### src/rtl/pipe_hazard_ctrl.sv
`default_nettype none
// ============================================================================
// Module      : pipe_hazard_ctrl
// Description : Hazard/flush control for the 5-stage rv64 pipeline: D-stage
//               forwarding selects and stalls, redirect/trap flushes, and the
//               multi-cycle MDU launch sequencer for the op held in regE.
//               Optional perf counters built when PIPE_HAZARD_PERF_EN is defined.
// Revision    : 1.0 - initial release
// ============================================================================
module pipe_hazard_ctrl #(
    parameter int REG_AW = 5,
    parameter int PERF_W = 32
) (
    input  logic              clk,
    input  logic              rst,
    input  logic              regD_valid,
    input  logic [REG_AW-1:0] regD_rs1,
    input  logic [REG_AW-1:0] regD_rs2,
    input  logic              regD_rs1_ren,
    input  logic              regD_rs2_ren,
    input  logic              regE_valid,
    input  logic [REG_AW-1:0] regE_rd,
    input  logic              regE_wen,
    input  logic              regE_is_load,
    input  logic              regE_is_mdu,
    input  logic              regE_redirect,
    input  logic              mdu_done,
    input  logic              regM_valid,
    input  logic [REG_AW-1:0] regM_rd,
    input  logic              regM_wen,
    input  logic              regM_is_load,
    input  logic              regM_trap,
    input  logic              regM_allow_in,
    input  logic              regW_valid,
    input  logic [REG_AW-1:0] regW_rd,
    input  logic              regW_wen,
    output logic              regD_ready_go,
    output logic              regE_ready_go,
    output logic              mdu_start,
    output logic [1:0]        fwd_rs1_sel,
    output logic [1:0]        fwd_rs2_sel,
    output logic              flush_F,
    output logic              flush_D,
    output logic              flush_E,
    output logic              flush_M,
    output logic [PERF_W-1:0] perf_lu_stall,
    output logic [PERF_W-1:0] perf_mdu_stall,
    output logic [PERF_W-1:0] perf_flush
);

    typedef enum logic [1:0] {
        IDLE  = 2'd0,
        BUSY  = 2'd1,
        DONE  = 2'd2,
        DRAIN = 2'd3
    } mdu_state_e;

    mdu_state_e state_q, state_d;

    logic e_m1, e_m2, m_m1, m_m2, w_m1, w_m2;
    logic trap, redirect, mdu_in_e;
    logic lu_stall, mdu_stall;

    function automatic logic prod_match(input logic v, input logic wen,
                                        input logic [REG_AW-1:0] rd,
                                        input logic [REG_AW-1:0] rs,
                                        input logic ren);
        return v && wen && (rd != '0) && (rd == rs) && ren;
    endfunction

    always_comb begin
        e_m1 = prod_match(regE_valid, regE_wen, regE_rd, regD_rs1, regD_rs1_ren);
        e_m2 = prod_match(regE_valid, regE_wen, regE_rd, regD_rs2, regD_rs2_ren);
        m_m1 = prod_match(regM_valid, regM_wen, regM_rd, regD_rs1, regD_rs1_ren);
        m_m2 = prod_match(regM_valid, regM_wen, regM_rd, regD_rs2, regD_rs2_ren);
        w_m1 = prod_match(regW_valid, regW_wen, regW_rd, regD_rs1, regD_rs1_ren);
        w_m2 = prod_match(regW_valid, regW_wen, regW_rd, regD_rs2, regD_rs2_ren);

        fwd_rs1_sel = e_m1 ? 2'd1 : m_m1 ? 2'd2 : w_m1 ? 2'd3 : 2'd0;
        fwd_rs2_sel = e_m2 ? 2'd1 : m_m2 ? 2'd2 : w_m2 ? 2'd3 : 2'd0;

        // Load data only becomes forwardable once it reaches W.
        lu_stall  = ((e_m1 || e_m2) && regE_is_load) ||
                    ((m_m1 || m_m2) && regM_is_load);
        mdu_stall = (e_m1 || e_m2) && regE_is_mdu && (state_q != DONE);

        mdu_in_e      = regE_valid && regE_is_mdu;
        regE_ready_go = !mdu_in_e || (state_q == DONE);

        trap     = regM_valid && regM_trap;
        redirect = regE_valid && regE_ready_go && regE_redirect;
        flush_F  = trap || redirect;
        flush_D  = trap || redirect;
        flush_E  = trap;
        flush_M  = trap;

        regD_ready_go = flush_D || !(lu_stall || mdu_stall);
    end

    always_comb begin
        state_d   = state_q;
        mdu_start = 1'b0;
        case (state_q)
            IDLE: begin
                if (mdu_in_e && !flush_E) begin
                    mdu_start = rst;
                    state_d   = BUSY;
                end
            end
            BUSY: begin
                if (flush_E)       state_d = mdu_done ? IDLE : DRAIN;
                else if (mdu_done) state_d = DONE;
            end
            DONE: begin
                if (flush_E || regM_allow_in) state_d = IDLE;
            end
            DRAIN: begin
                if (mdu_done) state_d = IDLE;
            end
            default: state_d = IDLE;
        endcase
    end

    always_ff @(posedge clk or negedge rst) begin
        if (!rst) state_q <= IDLE;
        else      state_q <= state_d;
    end

`ifdef PIPE_HAZARD_PERF_EN
    logic [PERF_W-1:0] lu_cnt_q, lu_cnt_d;
    logic [PERF_W-1:0] mdu_cnt_q, mdu_cnt_d;
    logic [PERF_W-1:0] fl_cnt_q, fl_cnt_d;

    function automatic logic [PERF_W-1:0] sat_inc(input logic [PERF_W-1:0] v,
                                                  input logic en);
        return (en && (v != '1)) ? v + PERF_W'(1) : v;
    endfunction

    always_comb begin
        lu_cnt_d  = sat_inc(lu_cnt_q, regD_valid && lu_stall && !flush_D);
        mdu_cnt_d = sat_inc(mdu_cnt_q, (state_q == BUSY) || (state_q == DRAIN));
        fl_cnt_d  = sat_inc(fl_cnt_q, trap || redirect);
    end

    always_ff @(posedge clk or negedge rst) begin
        if (!rst) begin
            lu_cnt_q  <= '0;
            mdu_cnt_q <= '0;
            fl_cnt_q  <= '0;
        end else begin
            lu_cnt_q  <= lu_cnt_d;
            mdu_cnt_q <= mdu_cnt_d;
            fl_cnt_q  <= fl_cnt_d;
        end
    end

    assign perf_lu_stall  = lu_cnt_q;
    assign perf_mdu_stall = mdu_cnt_q;
    assign perf_flush     = fl_cnt_q;
`else
    logic unused_perf;
    assign unused_perf    = regD_valid;
    assign perf_lu_stall  = '0;
    assign perf_mdu_stall = '0;
    assign perf_flush     = '0;
`endif

endmodule
`default_nettype wire

### config.mk
export PLATFORM = sky130hd
export DESIGN_NAME = pipe_hazard_ctrl
export DESIGN_NICKNAME = d
export VERILOG_FILES = /design/src/rtl/pipe_hazard_ctrl.sv
export SDC_FILE = /design/constraint.sdc
export NUM_CORES = 1
export LEC_CHECK = 0
export CAP_MARGIN = 40
export CORE_MARGIN = 2
export CORE_UTILIZATION = 31
export DETAILED_ROUTE_END_ITERATION = 6
export PLACE_DENSITY = 0.87
export SYNTH_ARGS = -nofsm -noshare
export SYNTH_HDL_FRONTEND = slang
export SYNTH_SLANG_ARGS = --single-unit
export TNS_END_PERCENT = 10
### constraint.sdc
create_clock -name clk -period 4.9 [get_ports clk]
set_clock_uncertainty 0.05 [all_clocks]
set_input_delay 0.98 -clock clk [delete_from_list [all_inputs] [get_ports clk]]
set_output_delay 0.98 -clock clk [all_outputs]
set_load 0.005 [all_outputs]
==> results.md <==
- Top Ports: 150
- Die W: 70.42 µm
- Synth async-reset ratio: 100.0%
- Total power: 0.1955 mW
- Grt total ovfl: 0
- Core Util, Final: 37.53%
- Die area: 4959 µm²
- CP endpoint kind: primary output
- CP Buf/Inv Count: 2
- Worst-Skew Late Latency: 0.21 ns
- Worst R2R Setup Slack: 3.96 ns
- Max reg flops: 2
- Cts repair resizes: 0
- FP Rows: 24
- FMAX: 244.5 MHz
- EDFF count, synth: 0
- Crit-path slowest cell: or4_4
- Setup TNS: 0 ns
- Synth warn: 0
- Total setup buffers inserted after CTS: 0
- Seq cells post-synth: 2
- TritonCTS Sinks: 2
- Gr usage total: 10.41%
- Cts hold-fix bufs: 0
- Post-route setup slack: a little over 0.8 ns
- Worst-path fanout max: 5
- Initial antenna violation count: 0
- FF/Latch Area: 50.05 µm²
- Non-Filler Cell Area, Final: 1612 µm²
- Pre-CTS setup slack: 0.8139 ns
- Cell repeated most along the worst path: clkdlybuf4s50_1
- Final Max Tran Viols: 0
- Number of remaining DRC errors: 0
- Total core area: between 4000 and 5000 µm²
- Vias: 1042
- Antenna Violating Nets Remaining: 0
- Worst Hold Slack: around 0.46 ns
- Final setup viols: 0
- Final-report hold violation count: 0
- WS Path Type: in2out
- Area Overhead vs Synth: 17.84%
- Power density cells: 121.3 nW/µm²
- Gpl congestion: 0.8088
- Clock slew at reported path FFs: 0.03 ns
- Peak supply drop: 0.04694 mV
- ANT cells: 0
- Minimum clock period: a little over 4 ns
- Top-area cell type share of the netlist area: 53.80%
- Root Buffer: clkbuf_8
- Netlist cell types: 32
- Mean area per synthesized cell: 7.556 µm²
- Tcrit/Tclk final: between 80% and 90%
- HPWL Detailed: about 2600 µm
- Post-DP Area: around 1600 µm²
- Placed cell count: 281
- H-tree depth: 1
- Non-Filler Instances: 284
- Synth area leader: buf_4
- Hold Path Class: reg2reg
- Initial Utilization: 31.85%
- Die Ht: 70.42 µm
- Max-Cap Viols: 0
- Status: complete, no violations
- DR vias/cell: 3.669
- I/O Buffers: 52
- Synth Flop Type: dfrtp_1
- Final #Nets: 277
- Mapped Cells: 181
- Crit path arrival time: 3.06 ns
- CP Depth: 6
- Crit path launch type: input port
- Pleak: 0.7641 nW
- Largest register by flop count: state_q
- Post-Syn Area: 1368 µm²
- Max clock buf depth: 2
- Vias in the first global route: 889
- Reg2reg path depth: 4
- Global-route wire length before repair: 4077 µm
- Post-DR wirelength/cell: between 9 and 10 µm
- Final WL: 2802 µm
- CP delay by family, top: buffers and inverters
- Initial DRC Count: 21
- RSZ-0062 raised after global routing: no
- Critical path cell sequence: clkdlybuf4s50_1 -> or4_4 -> o211ai_4 -> nor4b_1 -> a21boi_1 -> clkdlybuf4s50_1
- Multi-input gate area: 934.6 µm²
- Top Registers: state_q x2
- Hold Path Depth: 1
- Largest net degree at the start of global routing: 7
- Layout fillers: 465
- CTS buffer count: 3
- Crit-path max cell delay: 0.61 ns
- Sequential-to-total area share from yosys stat: 3.660%
- CP Data Required Time: between 3 and 4 ns
- Share of cells above drive strength 1: under 10%
- Top post-synthesis cells by area: buf_4, xor2_1, xnor2_1
- DRT Pass-1 Iters: 4
- CTS tree: built
-- cells by family after synthesis --
group                     synth area share [%]
other                                   0.2742
xor gates and xnor gates                 19.85
muxes                                   0.7320
buffers and inverters                    54.07
and+or+nand+nor                          13.82
AOI/OAI and AO/OA                        7.594
DFF                                      3.660
-- path summary, 6_finish.rpt --
check	startpoint	to
worst max-delay path	regM_rd[1]	regD_ready_go
worst min-delay path	state_q[0]$_DFFE_PN0P_	state_q[0]$_DFFE_PN0P_
worst max register to register	state_q[1]$_DFFE_PN0P_	state_q[1]$_DFFE_PN0P_
worst min register to register	state_q[0]$_DFFE_PN0P_	state_q[0]$_DFFE_PN0P_
max in group asynchronous	rst	state_q[0]$_DFFE_PN0P_
min in group asynchronous	rst	state_q[1]$_DFFE_PN0P_
-- synth_stat cells (2+ instances only) --
cell and instances:
buf_4 98, xor2_1 16, xnor2_1 15, nand2_1 9, nand3_1 4, nor2_1 4
nor4_1 4, and3_1 2, dfrtp_1 2, nand4_1 2, nor3_1 2, o21a_1 2
o21ai_0 2
-- area by class of cell --
class                           count  area share (%)
Clock buffer                        3           2.562
Tap cell                           52           4.037
Sequential cell                     2           3.106
Multi-Input combinational cell    175           58.00
Timing Repair Buffer               52           32.30
-- layer usage --
layer | vias to the layer above | track usage, % | share of wire [%]
li1 | 503 | - | -
met1 | 454 | 11.59 | 35
met2 | 81 | 17.92 | 50
met3 | 4 | 3.463 | 13
met4 | 0 | 4.487 | 1.5
met5 | - | 0 | 0
-- report_power, final --
group          internal, mW  total [mW]  switching (mW)
registers            0.0192      0.0212         0.00199
clock network        0.0518      0.0635          0.0117
logic                0.0567       0.111          0.0541
total                 0.128       0.195          0.0677
-- cell usage in the layout (no fill, tap or decap), drive strengths merged --
| cell type | count |
|---|---|
| nand2b | 1 |
| o21ai | 2 |
| o311a | 1 |
| xor2 | 16 |
| a21oi | 1 |
| and2 | 1 |
| and3 | 2 |
| conb | 96 |
| nor2 | 4 |
| nor4b | 1 |
| o31ai | 1 |
| nand3 | 4 |
| nor4 | 4 |
| or3 | 1 |
| dfrtp | 2 |
| o21a | 2 |
| xnor2 | 15 |
| clkbuf | 3 |
| a21boi | 1 |
| nor3b | 1 |
| mux2i | 1 |
| or4 | 2 |
| a22oi | 1 |
| nand4 | 2 |
| o211ai | 3 |
| or2 | 1 |
| nand2 | 9 |
| clkdlybuf4s50 | 52 |
| nor3 | 2 |
(Power assumes the default switching activity.)
